$ cat src/rtl/mux8_rr_sched_pkg.sv
// Shared constants and state type for the 8-way round-robin mux scheduler.
package mux8_rr_sched_pkg;
  localparam int unsigned NREQ  = 8;
  localparam int unsigned SEL_W = 3;

  typedef enum logic {
    ST_IDLE  = 1'b0,
    ST_GRANT = 1'b1
  } state_t;
endpackage

$ cat src/rtl/mux8_rr_sched_pick.sv
// Rotating-priority scan: first requester after 'last', wrapping 7->0, ending at 'last' itself.
module rr_pick8
  import mux8_rr_sched_pkg::*;
(
  input  logic [NREQ-1:0]  req,
  input  logic [SEL_W-1:0] last,
  output logic             any,
  output logic [SEL_W-1:0] win
);
  logic [SEL_W-1:0] idx;

  always_comb begin
    any = 1'b0;
    win = '0;
    idx = '0;
    // Offset NREQ truncates to 0, so the final probe is 'last' itself.
    for (int unsigned i = 1; i <= NREQ; i++) begin
      idx = last + SEL_W'(i);
      if (!any && req[idx]) begin
        any = 1'b1;
        win = idx;
      end
    end
  end
endmodule

$ cat src/rtl/mux8_rr_sched.sv
// Round-robin scheduler sharing one 8:1 single-bit mux; grants capped at MAX_HOLD cycles.
module mux8_rr_sched
  import mux8_rr_sched_pkg::*;
#(
  parameter int unsigned MAX_HOLD = 4,
  parameter int unsigned CNT_W    = 8
) (
  input  logic       clk,
  input  logic       rst,
  input  logic [7:0] req,
  input  logic [7:0] din,
  output logic [7:0] gnt,
  output logic [2:0] sel,
  output logic       busy,
  output logic       out
);
  state_t             state, state_n;
  logic [SEL_W-1:0]   sel_n, last, last_n, pick_last, win;
  logic [NREQ-1:0]    gnt_n;
  logic [CNT_W-1:0]   cnt, cnt_n;
  logic               any, rel;

  // On release the scan must start after the outgoing grantee, before 'last' is updated.
  assign pick_last = (state == ST_GRANT) ? sel : last;
  assign rel       = (state == ST_GRANT) &&
                     (!req[sel] || (cnt == CNT_W'(MAX_HOLD - 1)));

  rr_pick8 u_pick (
    .req  (req),
    .last (pick_last),
    .any  (any),
    .win  (win)
  );

  always_comb begin
    state_n = state;
    sel_n   = sel;
    gnt_n   = gnt;
    cnt_n   = cnt;
    last_n  = last;
    case (state)
      ST_IDLE: begin
        if (any) begin
          state_n = ST_GRANT;
          sel_n   = win;
          gnt_n   = NREQ'(1) << win;
          cnt_n   = '0;
        end
      end
      ST_GRANT: begin
        if (rel) begin
          last_n = sel;
          if (any) begin
            sel_n = win;
            gnt_n = NREQ'(1) << win;
            cnt_n = '0;
          end else begin
            state_n = ST_IDLE;
            gnt_n   = '0;
          end
        end else begin
          cnt_n = cnt + CNT_W'(1);
        end
      end
      default: begin
        state_n = ST_IDLE;
        gnt_n   = '0;
      end
    endcase
  end

  always_ff @(posedge clk) begin
    if (rst) begin
      state <= ST_IDLE;
      sel   <= '0;
      gnt   <= '0;
      cnt   <= '0;
      last  <= SEL_W'(NREQ - 1);
    end else begin
      state <= state_n;
      sel   <= sel_n;
      gnt   <= gnt_n;
      cnt   <= cnt_n;
      last  <= last_n;
    end
  end

  assign busy = (state == ST_GRANT);
  assign out  = busy ? din[sel] : 1'b0;
endmodule

$ cat config.mk
export PLATFORM = sky130hd
export DESIGN_NAME = mux8_rr_sched
export DESIGN_NICKNAME = d
export VERILOG_FILES = /design/src/rtl/mux8_rr_sched_pkg.sv /design/src/rtl/mux8_rr_sched_pick.sv /design/src/rtl/mux8_rr_sched.sv
export SDC_FILE = /design/constraint.sdc
export NUM_CORES = 1
export LEC_CHECK = 0
export ABC_AREA = 1
export BUFFER_PORTS_ARGS = -buffer_cell sky130_fd_sc_hd__buf_2
export CORE_AREA = 2 2 80 67
export CTS_CLUSTER_DIAMETER = 100
export DETAILED_ROUTE_END_ITERATION = 7
export DIE_AREA = 0 0 82 69
export GPL_TIMING_DRIVEN = 1
export PLACE_DENSITY = 0.77
export SLEW_MARGIN = 25
export SYNTH_ARGS = -nofsm -noshare
export SYNTH_HDL_FRONTEND = slang
export SYNTH_SLANG_ARGS = --single-unit
$ cat constraint.sdc
create_clock -name clk -period 3.1 [get_ports clk]
set_clock_uncertainty 0.2 [all_clocks]
set_input_delay 0.31 -clock clk [delete_from_list [all_inputs] [get_ports clk]]
set_output_delay 0.31 -clock clk [all_outputs]
set_load 0.005 [all_outputs]
# == After elaboration in Yosys (flattened, before gate mapping) ==
# Index checks and enable logic that the tools add are counted.
# totals
word_cells,97
in_bits,18
output_inout_bits,13
ff_bits,23
# classes
reduce_logical,19
mux,51
n_bitwise,1
n_eq_ne,3
n_shift,1
n_lt_le_gt_ge,9
n_addsub,8
# ops
operator,n
2-to-1 mux 8 bit,5
< comparator 3 x 4 -> 1 bit (second input constant),9
2-to-1 mux 3 bit,11
case mux 8 bit (2 select lines),2
binary-select mux 1 bit (select 3 bit),10
2-to-1 mux 1 bit,21
adder 3 bit (second input constant),4
adder 8 x 1 -> 8 bit (second input constant),1
equality test 8 x 2 -> 1 bit (second input constant),1
logical AND 1 bit,8
logical NOT 1 bit,8
left shift 1 x 3 -> 8 bit (first input constant),1
adder 3 x 2 -> 3 bit (second input constant),2
case mux 3 bit (2 select lines),1
AND reduction 2 bit,2
adder 3 x 1 -> 3 bit (second input constant),1
inequality test 2 x 1 -> 1 bit (second input constant),1
inequality test 2 bit (second input constant),1
case mux 1 bit (2 select lines),1
logical OR 1 bit,1
NOT 1 bit,1

# == Depth between registers and ports, before layout ==
# Gate-level depths: netlist of run 1.
# logic_depth
depth_word,30
ltp_mapped,23
mapped_depth_nobuf,21

# == By module ==
# A second synthesis of run 1 with hierarchy kept.
# unflattened
hier_cells,342
hier_area_um2,2120.8
# by_module_without_submodules
mod,area_each_um2,cells_per_inst,instances,seq_area_each_um2
mux8_rr_sched,1357.6,200,1,460.4
rr_pick8,763.2,142,1,0.0

# == Least setup slack after synthesis of run 1 ==
# Ideal clock, no wire load.
# synth_path
path_type,register to register
from,register state (netlist: busy)
to,register gnt[1]
t_arrival_ns,2.639
n_path_buf,2
setup_time_ns,0.133
period_less_slack_ns,2.972
t_required_ns,2.767
stages_incl_launch_ff,21
setup_slack_ns,0.128
cell_sequence,dfxtp_1 -> buf_6 -> nand2_4 -> nand2_8 -> buf_8 -> inv_1 -> ha_1 -> inv_1 -> nand3_1 -> nand3_1 -> nand2_2 -> nor2_2 -> nand4_2 -> nor2_4 -> nand3_2 -> nand2_4 -> nand2_8 -> nand2_1 -> inv_1 -> nand2_1 -> a21oi_2
# synth_via
elab_chain_cells,30
word_cells_on_any_way,64
cone_classes,add/sub (7); eq/ne (2); shift (1); mux (37); bitwise (1); reduce/logical (16)
# synth_rtl
element,line,text
"start, declared",mux8_rr_sched.sv:17,"state_t state, state_n;"
"start signal, assigned",mux8_rr_sched.sv:80,state <= state_n;
2-to-1 mux 3 bit,mux8_rr_sched.sv:24,assign pick_last = (state == ST_GRANT) ? sel : last;
adder 3 x 1 -> 3 bit,mux8_rr_sched_pick.sv:18,idx = last + SEL_W'(i);
binary-select mux 1 bit (select 3 bit),mux8_rr_sched_pick.sv:19,if (!any && req[idx]) begin
2-to-1 mux 1 bit (not written as such),mux8_rr_sched_pick.sv:19,
2-to-1 mux 1 bit,mux8_rr_sched_pick.sv:19,
logical NOT 1 bit,mux8_rr_sched_pick.sv:19,
logical AND 1 bit,mux8_rr_sched_pick.sv:19,
2-to-1 mux 1 bit,mux8_rr_sched_pick.sv:19,
[14 not listed],-,
2-to-1 mux 1 bit,mux8_rr_sched_pick.sv:19,
logical NOT 1 bit,mux8_rr_sched_pick.sv:19,
logical AND 1 bit,mux8_rr_sched_pick.sv:19,
2-to-1 mux 3 bit,mux8_rr_sched_pick.sv:19,
left shift 1 x 3 -> 8 bit,"mux8_rr_sched.sv:46, mux8_rr_sched.sv:55",
2-to-1 mux 8 bit,mux8_rr_sched.sv:53,if (any) begin
2-to-1 mux 8 bit,mux8_rr_sched.sv:51,if (rel) begin
case mux 8 bit (2 select lines),mux8_rr_sched.sv:41,case (state)
"end signal, assigned",mux8_rr_sched.sv:82,gnt <= gnt_n;
"end, declared",mux8_rr_sched.sv:12,"output logic [7:0] gnt,"
# Several ways; a longest one is shown, not always the timed one. The select of a mux whose other input is x is not followed.
# A chain may end at the register's enable or synchronous reset.

# == Worst setup path in the final report of run 1 ==
# Ends and elaborated chain as after synthesis.

==> impl_metrics.csv, run 1 <==
group,metric,value,unit
timing,fin_crit,2.90,ns
critical_path,cp-end-kind,"flop",
timing,worst_slack,0.203,ns
die,die_y,69,um
placed_design,placed_cell_area,2580,um2
detailed_routing,post_drt_wl_per_cell,13.3,um
timing,fin_tns_setup,0,ns
run,max_cap_viol_count,0,
logic_synthesis,synth_edf_count,0,
grt,grtUsageTotal,0.232,
critical_path,critPathLaunchType,"flop",
die,die_w,82,um
placed_design,dpl.hpwl,4.92,mm
logic_synthesis,syn_avg_cell_area,6.38,um2
finish,fillers,476,
power,p_per_area,944,nW/um2
placed_design,io_buffers,30,
detailed_routing,vias,2611,
placed_design,post-place-ws,0.0521,ns
logic_synthesis,ys.flop_type,"dfxtp_1",
detailed_routing,first_pass_iters,5,
critical_path,cp.arrival,2.84,ns
grt,grt_max_degree,17,
logic_synthesis,synth_cell_types,35,
power,p_leak,1.26,nW
power,ir_worst_vdd,0.000493,V
timing,period_share,0.934,
die,io_pins,31,
logic_synthesis,async_flop_share,0,
grt,grt_pass1_vias,2325,
finish,area_delta_synth_final,11.4,%
logic_synthesis,ys_warn_count,0,
critical_path,critical_path.max_fanout,10,
die,rows,23,
logic_synthesis,synth_top_cell_by_area,"dfxtp_1",
logic_synthesis,synth_area_leaders,"dfxtp_1 19%, nand3_1 18%, nand2_1 12%",
detailed_routing,via_per_inst,5.57,
critical_path,cp.required,3.05,ns
min_path,hold_path_class,"primary input to flop",
placed_design,gp_congestion,0.952,
finish,fin_util,0.545,
finish,num_antenna_cells,0,
clocking,cts_sinks,23,
run_status,status,"finished clean",
finish,post-route-cell-area,2640,um2
finish,multiInputGateArea,1630,um2
timing,relSlewSlack,0.641,
logic_synthesis,postSynthCellCount,371,
finish,fin_nets,429,
clocking,clk_pin_slew,0.08,ns
detailed_routing,drtAntennaViolNets,0,
grt,grt_pass1_wl,10.7,mm
clocking,cts_buffers,3,
logic_synthesis,synth-seq-cells,23,
logic_synthesis,synth_fp_nets,392,
die,die_area,5660,um2
die,core-area,4830,um2
logic_synthesis,seq_area_frac_synth,0.195,
finish,drive_gt1_frac,0.260,
detailed_routing,drc_errors,0,
clocking,clk_latency,0.26,ns
timing,tightestPinTransition,0.532,ns
logic_synthesis,syn-cell-area,2370,um2
logic_synthesis,synth.top_cell.area_share,0.195,
timing,hold_viol_final,0,
detailed_routing,routed_wirelength,6.25,mm
timing,fmax,0.345,GHz
timing,finalSetupViolCount,0,
die,start_util,0.490,
timing,drv_slew,0,
clocking,cts_tree,"yes",
grt,grt.overflow.total,0,
detailed_routing,drt_iter0_markers,394,
grt,antenna_found_initial,0,
critical_path,critPathKind,"flop to flop",
timing,rsz0062_at_grt,"false",
clocking,cts_root_buf,"clkbuf_8",
clocking,cts_htree_levels,1,
finish,final-seq-area,465,um2
clocking,clk_path_buf_depth,2,
[cell type report]
cell class                      instances  share of cell area
Sequential cell                        23               0.177
Clock buffer                            4              0.0171
Tap cell                               62              0.0294
Multi-Input combinational cell        295               0.617
Timing Repair Buffer                   42              0.0911
Inverter                               43              0.0688
[worst paths after layout]
kind / end / depth (start not counted) / from / slack [ns]
setup / recovery: gnt[1] / 19 / busy / 0.20
hold / removal: gnt[1] / 2 / rst / 0.24
setup reg to reg: gnt[1] / 19 / busy / 0.20
hold reg to reg: gnt[6] / 2 / gnt[6] / 0.27
[critical path, cell delays in order, from the launching register on]
cell,delay [ns]
dfxtp_4,0.39
inv_8,0.09
nand2_8,0.06
nand2_8,0.08
inv_1,0.06
ha_1,0.30
buf_4,0.18
nand3_1,0.12
nand3_1,0.13
nand2_2,0.09
nor2_2,0.13
nand4_2,0.11
nor2_4,0.19
nand3_2,0.14
nand2_4,0.17
nand2_8,0.10
nand2_1,0.10
inv_1,0.04
nand2_1,0.07
a21oi_2,0.05
[power by group]
part / switching [mW] / internal [mW] / total, mW
sequential: 0.0561 / 0.366 / 0.422
clock: 0.0955 / 0.0917 / 0.187
combinational: 1.26 / 0.616 / 1.88
[synthesized netlist by cell type, types with 3 or more instances]
library cell and number:
buf_6 3, a21oi_1 16, nand4_1 11, nand2_4 5, inv_1 39, nand3_2 12, nand2_8 3, nand2_2 18
dfxtp_1 23, o21ai_1 3, nand2_1 75, nand3_1 84, ha_1 3, a21oi_2 6, o21ai_0 16, nor2_2 5
nor2_1 23
[flip-flops by register name, indices dropped and copies added, names as in the netlist]
signal / cells
busy: 1
gnt: 8
sel: 3
cnt: 8
last: 3
[cell families after synthesis]
kind of cell	share of synthesized area
simple gates	0.540
buf+inv	0.119
compound gates	0.119
flops	0.195
xor+xnor	0.0111
fa+ha+maj	0.0159
[what timing repair did]
item                       in CTS  in global routing
hold buffers                    0                  0
resized for setup               0                  5
buffers inserted                0                  1
setup endpoints to repair       0                 15
[metrics by stage]
stage / hold WS [ns] / power, mW / std cells
2_1_floorplan: 0.227 / 1.85 / 371
3_3_place_gp: 0.254 / 2.24 / 464
3_5_place_dp: 0.254 / 2.26 / 464
4_1_cts: 0.234 / 2.45 / 468
5_1_grt: 0.243 / 2.75 / 469
6_report: 0.237 / 2.49 / 469
[routing by layer]
layer,track usage,part of all wire,up-vias
met2,0.334,0.44,124
met1,0.353,0.46,1154
met3,0.0510,0.086,11
met5,0,0,-
li1,-,-,1322
met4,0.0426,0.014,0
[placed cells by master (no fill, tap or decap), drive strengths merged]
cell type and instances:
nand2 101, nand3 96, inv 42, buf 42
nor2 29, dfxtp 23, a21oi 22, o21ai 21
nand4 12, clkbuf 4, ha 3, o22ai 2
nor4 2, a211oi 2, xor2 2, o311ai 1
clkinv 1, nor3 1, xnor2 1
No activity file was read; power rests on OpenSTA's default activity.
==> run 2: changes to the inputs <==
CORE_AREA = 2 2 70 72   (was 2 2 80 67)
DIE_AREA = 0 0 72 74   (was 0 0 82 69)
PLACE_DENSITY = 0.81   (was 0.77)
==> run 2 against run 1 <==
Effect of this change:
- count of clock-buffer cells in the layout unchanged
- total power increased by 2.8%
- fmax grew 0.71%
- worst setup slack better by 0.020 ns
- critical endpoint unchanged
- largest cell class unchanged
- highest routed layer unchanged
==> impl_metrics.csv, run 2 (synthesis gave the netlist of run 1 again) <==
group,metric,value,unit
run_status,status,"finished clean",
clocking,clk_pin_slew,0.07,ns
timing,tightestPinTransition,0.481,ns
timing,period_share,0.928,
timing,fin_crit,2.88,ns
detailed_routing,via_per_inst,5.84,
min_path,worstHoldStart,"rst",
detailed_routing,drc_errors,0,
critical_path,critPathLaunch,"busy",
die,io_pins,31,
run,max_cap_viol_count,0,
placed_design,dp_cells,459,
clocking,cts_htree_levels,1,
finish,fin_nets,431,
detailed_routing,post_drt_wl_per_cell,13.9,um
grt,antenna_found_initial,0,
detailed_routing,routed_wirelength,6.43,mm
timing,hold_viol_final,0,
finish,area_delta_synth_final,12.4,%
critical_path,cp.arrival,2.82,ns
clocking,cts_buffers,3,
finish,fillers,435,
grt,grt_pass1_vias,2416,
critical_path,critPathKind,"flop to flop",
critical_path,cp.required,3.04,ns
clocking,holdBufCountCts,0,
critical_path,worst-r2r-cell-count,19,
clocking,cts_root_buf,"clkbuf_8",
timing,drv_slew,0,
min_path,hold_path_class,"primary input to flop",
clocking,cts.repair.resized,0,
critical_path,crit_path_end,"gnt[1]",
detailed_routing,drt_iter0_markers,272,
critical_path,critical_path.max_fanout,10,
clocking,cts_tree,"yes",
timing,fmax,0.348,GHz
timing,holdWs,0.227,ns
power,ir_worst_vdd,0.000500,V
power,p_leak,1.28,nW
die,die_w,72,um
clocking,postCtsSetupRepairBufs,0,
clocking,clk_latency,0.26,ns
timing,relSlewSlack,0.675,
placed_design,io_buffers,30,
finish,drive_gt1_frac,0.269,
die,start_util,0.515,
finish,num_antenna_cells,0,
critical_path,r2r_end,"gnt[1]",
grt,grt.overflow.total,0,
detailed_routing,first_pass_iters,7,
clocking,clk_path_buf_depth,2,
finish,layout_common_cells,"84 x nand3_1, 74 x nand2_1, 38 x inv_1",
die,die_area,5330,um2
critical_path,cp-end-kind,"flop",
power,p_per_area,962,nW/um2
critical_path,r2r-start,"busy",
grt,grt_pass1_wl,10.8,mm
placed_design,gp_congestion,0.982,
die,rows,25,
critical_path,rrSetupSlack,0.22,ns
detailed_routing,vias,2705,
finish,largest_registers,"cnt x8, gnt x8",
placed_design,dpl.hpwl,4.96,mm
critical_path,critPathLaunchType,"flop",
clocking,cts_sinks,23,
finish,fin_cells,463,
die,core-area,4600,um2
grt,grt_max_degree,17,
timing,finalSetupViolCount,0,
finish,final_common_cell,"nand3_1",
detailed_routing,drtAntennaViolNets,0,
finish,fin_util,0.579,
grt,grtUsageTotal,0.250,
die,die_y,74,um
-- run 2: power breakdown --
part,internal (mW),switching [mW]
logic,0.658,1.30
registers,0.366,0.0543
clock network,0.0917,0.0888
-- run 2: cell type report --
type	instances	area, um2	share of cell area
Inverter	43	181	0.0682
Multi-Input combinational cell	295	1650	0.619
Tap cell	54	67.6	0.0254
Timing Repair Buffer	44	255	0.0960
Sequential cell	23	464	0.175
Clock buffer	4	45.0	0.0169
-- run 2: through the flow --
step	worst slack, ns	cell area, um2	TNS (ns)	power [mW]
2_1_floorplan	0.128	2370	0	1.85
3_3_place_gp	0.122	2590	0	2.24
3_5_place_dp	0.0733	2590	0	2.27
4_1_cts	0.0564	2630	0	2.46
5_1_grt	-0.0203	2660	-0.0415	2.81
6_report	0.224	2660	0	2.56
-- run 2: worst max-delay path: stages, from the launching register on --
cell and delay, ns:
dfxtp_4 0.39, inv_8 0.09, nand2_8 0.06, nand2_8 0.08, inv_1 0.05, ha_1 0.30
buf_4 0.18, nand3_1 0.11, nand3_1 0.12, nand2_2 0.09, nor2_2 0.13, nand4_2 0.11
nor2_4 0.19, nand3_2 0.14, nand2_4 0.16, nand2_8 0.10, nand2_1 0.10, inv_1 0.04
nand2_1 0.07, a21oi_2 0.05
-- run 2: worst min-delay path by stage --
| stage | depth (start not counted) | endpoint | slack [ns] |
|---|---|---|---|
| floorplan | 1 | cnt[7] | 0.23 |
| global placement | 1 | cnt[7] | 0.25 |
| detailed placement | 1 | cnt[7] | 0.26 |
| CTS | 2 | busy | 0.23 |
| global route | 2 | gnt[1] | 0.25 |
| finish | 2 | busy | 0.23 |
-- run 2: metal layers --
| metal | GRT usage | up-vias | part of all wire |
|---|---|---|---|
| met5 | 0 | - | 0 |
| met4 | 0.0860 | 0 | 0.022 |
| met3 | 0.0203 | 15 | 0.074 |
| met2 | 0.447 | 152 | 0.48 |
| met1 | 0.321 | 1209 | 0.43 |
| li1 | - | 1329 | - |
==> run 3: changes to the inputs <==
ABC_AREA = not set   (was 1)
CORE_AREA = 2 2 68 70   (was 2 2 70 72)
DIE_AREA = 0 0 70 72   (was 0 0 72 74)
PLACE_DENSITY = 0.79   (was 0.81)
==> run 3 against run 2 <==
Effect of this change:
- the flow now finishes with violations (setup timing)
- cell area up 15%
- first-iteration DRC count down 38%
- count of clock-buffer cells in the layout down 1
- synthesized cell count down 43%
==> impl_metrics.csv, run 3 <==
group,metric,value,unit
run_status,status,"complete, but fails checks",
run_status,violations,"setup timing",
logic_synthesis,seq_area_frac_synth,0.216,
logic_synthesis,syn_avg_cell_area,10.1,um2
clocking,cts_root_buf,"clkbuf_8",
finish,fillers,306,
die,rows,24,
clocking,clk_path_buf_depth,2,
critical_path,cp-end-kind,"flop",
die,die_y,72,um
logic_synthesis,synth_cell_types,58,
clocking,cts_htree_levels,1,
detailed_routing,drt_iter0_markers,168,
detailed_routing,post_drt_wl_per_cell,20.2,um
critical_path,cp.arrival,3.21,ns
finish,largest_registers,"cnt x8, gnt x8",
finish,fin_nets,322,
clocking,holdBufCountCts,0,
clocking,cts_sinks,23,
placed_design,dpl.hpwl,4.56,mm
detailed_routing,drtAntennaViolNets,0,
timing,finalSetupViolCount,11,
finish,layout_common_cells,"52 x buf_4, 30 x buf_2, 22 x dfxtp_1",
power,p_leak,1.27,nW
logic_synthesis,synth-seq-cells,23,
grt,grt_pass1_wl,11.3,mm
die,io_pins,31,
finish,final_common_cell,"buf_4",
grt,grt_max_degree,19,
grt,grt_pass1_vias,2322,
grt,grt.overflow.total,0,
timing,drv_slew,0,
timing,tightestPinTransition,0.489,ns
grt,met3_usage,0.0389,
timing,rsz0062_at_grt,"true",
placed_design,gp_congestion,0.932,
power,ir_worst_vdd,0.000768,V
die,core-area,4260,um2
critical_path,cp.required,3.05,ns
clocking,clk_latency,0.27,ns
critical_path,critPathLaunchType,"flop",
die,start_util,0.501,
logic_synthesis,post-synth-top-count-cell,"dfxtp_1",
min_path,hold_path_class,"primary input to flop",
logic_synthesis,ys_warn_count,0,
grt,antenna_found_initial,0,
finish,drive_gt1_frac,0.550,
power,p_per_area,1160,nW/um2
die,die_w,70,um
clocking,cts_tree,"yes",
logic_synthesis,async_flop_share,0,
timing,fin_crit,3.26,ns
grt,met2_usage,0.509,
logic_synthesis,synth_common_cells,"23 x dfxtp_1, 18 x nor2_1, 17 x mux4_2",
logic_synthesis,synth_top_cell_by_area,"dfxtp_1",
grt,gr-max-usage-layer,"met2",
finish,final-seq-area,464,um2
die,die_area,5040,um2
timing,worst_slack,-0.159,ns
power,power,3.57,mW
clocking,clk_pin_slew,0.08,ns
finish,num_antenna_cells,0,
placed_design,io_buffers,30,
logic_synthesis,ys.flop_type,"dfxtp_1",
timing,hold_viol_final,0,
grt,grtUsageTotal,0.277,
logic_synthesis,synth_area_leaders,"dfxtp_1 22%, mux4_2 18%, mux2i_1 5.6%",
logic_synthesis,synth_fp_nets,233,
timing,relSlewSlack,0.665,
finish,multiInputGateArea,1790,um2
run,max_cap_viol_count,0,
detailed_routing,routed_wirelength,7.12,mm
placed_design,placed_cell_area,2740,um2
timing,period_share,1.05,
detailed_routing,first_pass_iters,5,
logic_synthesis,synth.top_cell.area_share,0.216,
detailed_routing,drc_errors,0,
logic_synthesis,syn-cell-area,2130,um2
logic_synthesis,synth_edf_count,0,
timing,fin_tns_setup,-1.25,ns
critical_path,critPathKind,"flop to flop",
finish,post-route-cell-area,3070,um2
detailed_routing,via_per_inst,6.57,
detailed_routing,vias,2312,
grt,globalRouteMet1Util,0.332,
finish,area_delta_synth_final,43.8,%
timing,fmax,0.307,GHz
logic_synthesis,postSynthCellCount,212,
critical_path,critical_path.max_fanout,5,
clocking,cts_buffers,3,
==> run 3: what timing repair did <==
item | CTS | global route
cloned | 1 | 0
endpoints found under the setup margin | 11 | 14
gates resized for setup | 30 | 12
buffers inserted | 9 | 2
pin swaps | 7 | 1
==> run 3: final cells by class <==
class,count,area share
clock buffers,3,0.0134
clock inverters,1,0.00163
inverters,7,0.0130
multi-input cells,173,0.583
flip-flops and latches,23,0.151
well taps,52,0.0212
repair buffers,93,0.216
==> run 3: path summary, 6_finish.rpt <==
kind                from  endpoint  slack (ns)  depth (start not counted)
setup / recovery    busy    sel[2]       -0.16                         13
hold / removal       rst    cnt[1]        0.21                          2
setup reg to reg    busy    sel[2]       -0.16                         13
hold reg to reg   gnt[5]    gnt[5]        0.27                          1
==> run 3: metal layers <==
layer	wire, um	up-vias
met5	0	-
met4	252	0
met3	512	34
met2	3700	117
met1	2660	1129
li1	-	1032
==> run 3: critical path: stages (launching register included) <==
cell      delay [ns]
dfxtp_4         0.40
mux2i_4         0.26
buf_6           0.15
buf_6           0.12
buf_4           0.13
mux4_2          0.55
a221oi_1        0.32
nor2_1          0.11
a311oi_2        0.24
o21bai_2        0.13
buf_4           0.15
buf_4           0.12
a32oi_1         0.20
nor2_1          0.07
==> run 3: kinds of logic (layout without fill, tap and decap cells) <==
kind of cell / after synthesis / count (layout) / share of synthesized area
AO/OA/AOI/OAI: 51 / 51 / 0.193
AND/OR/NAND/NOR: 71 / 71 / 0.186
multiplexers: 43 / 43 / 0.331
XOR/XNOR: 5 / 5 / 0.0205
buffers and inverters: 16 / 104 / 0.0363
adder cells (fa/ha/maj): 3 / 3 / 0.0176
flip-flops: 23 / 23 / 0.216
==> run 3: stage by stage <==
| stage | util | hold WS (ns) | std cells | setup WS (ns) |
|---|---|---|---|---|
| 5_1_grt | 0.720 | 0.219 | 352 | -0.225 |
| 2_1_floorplan | - | 0.254 | 212 | -0.306 |
| 4_1_cts | 0.702 | 0.202 | 350 | -0.0463 |
| 3_5_place_dp | 0.643 | 0.249 | 336 | -0.133 |
| 6_report | 0.720 | 0.212 | 352 | -0.159 |
| 3_3_place_gp | 0.643 | 0.247 | 336 | -0.0639 |
==> run 3: where the power goes <==
part / internal (mW) / leakage [nW] / total (mW) / switching (mW)
sequential: 0.374 / 0.188 / 0.429 / 0.0550
combinational: 1.50 / 1.05 / 2.95 / 1.45
clock: 0.0899 / 0.0255 / 0.191 / 0.101
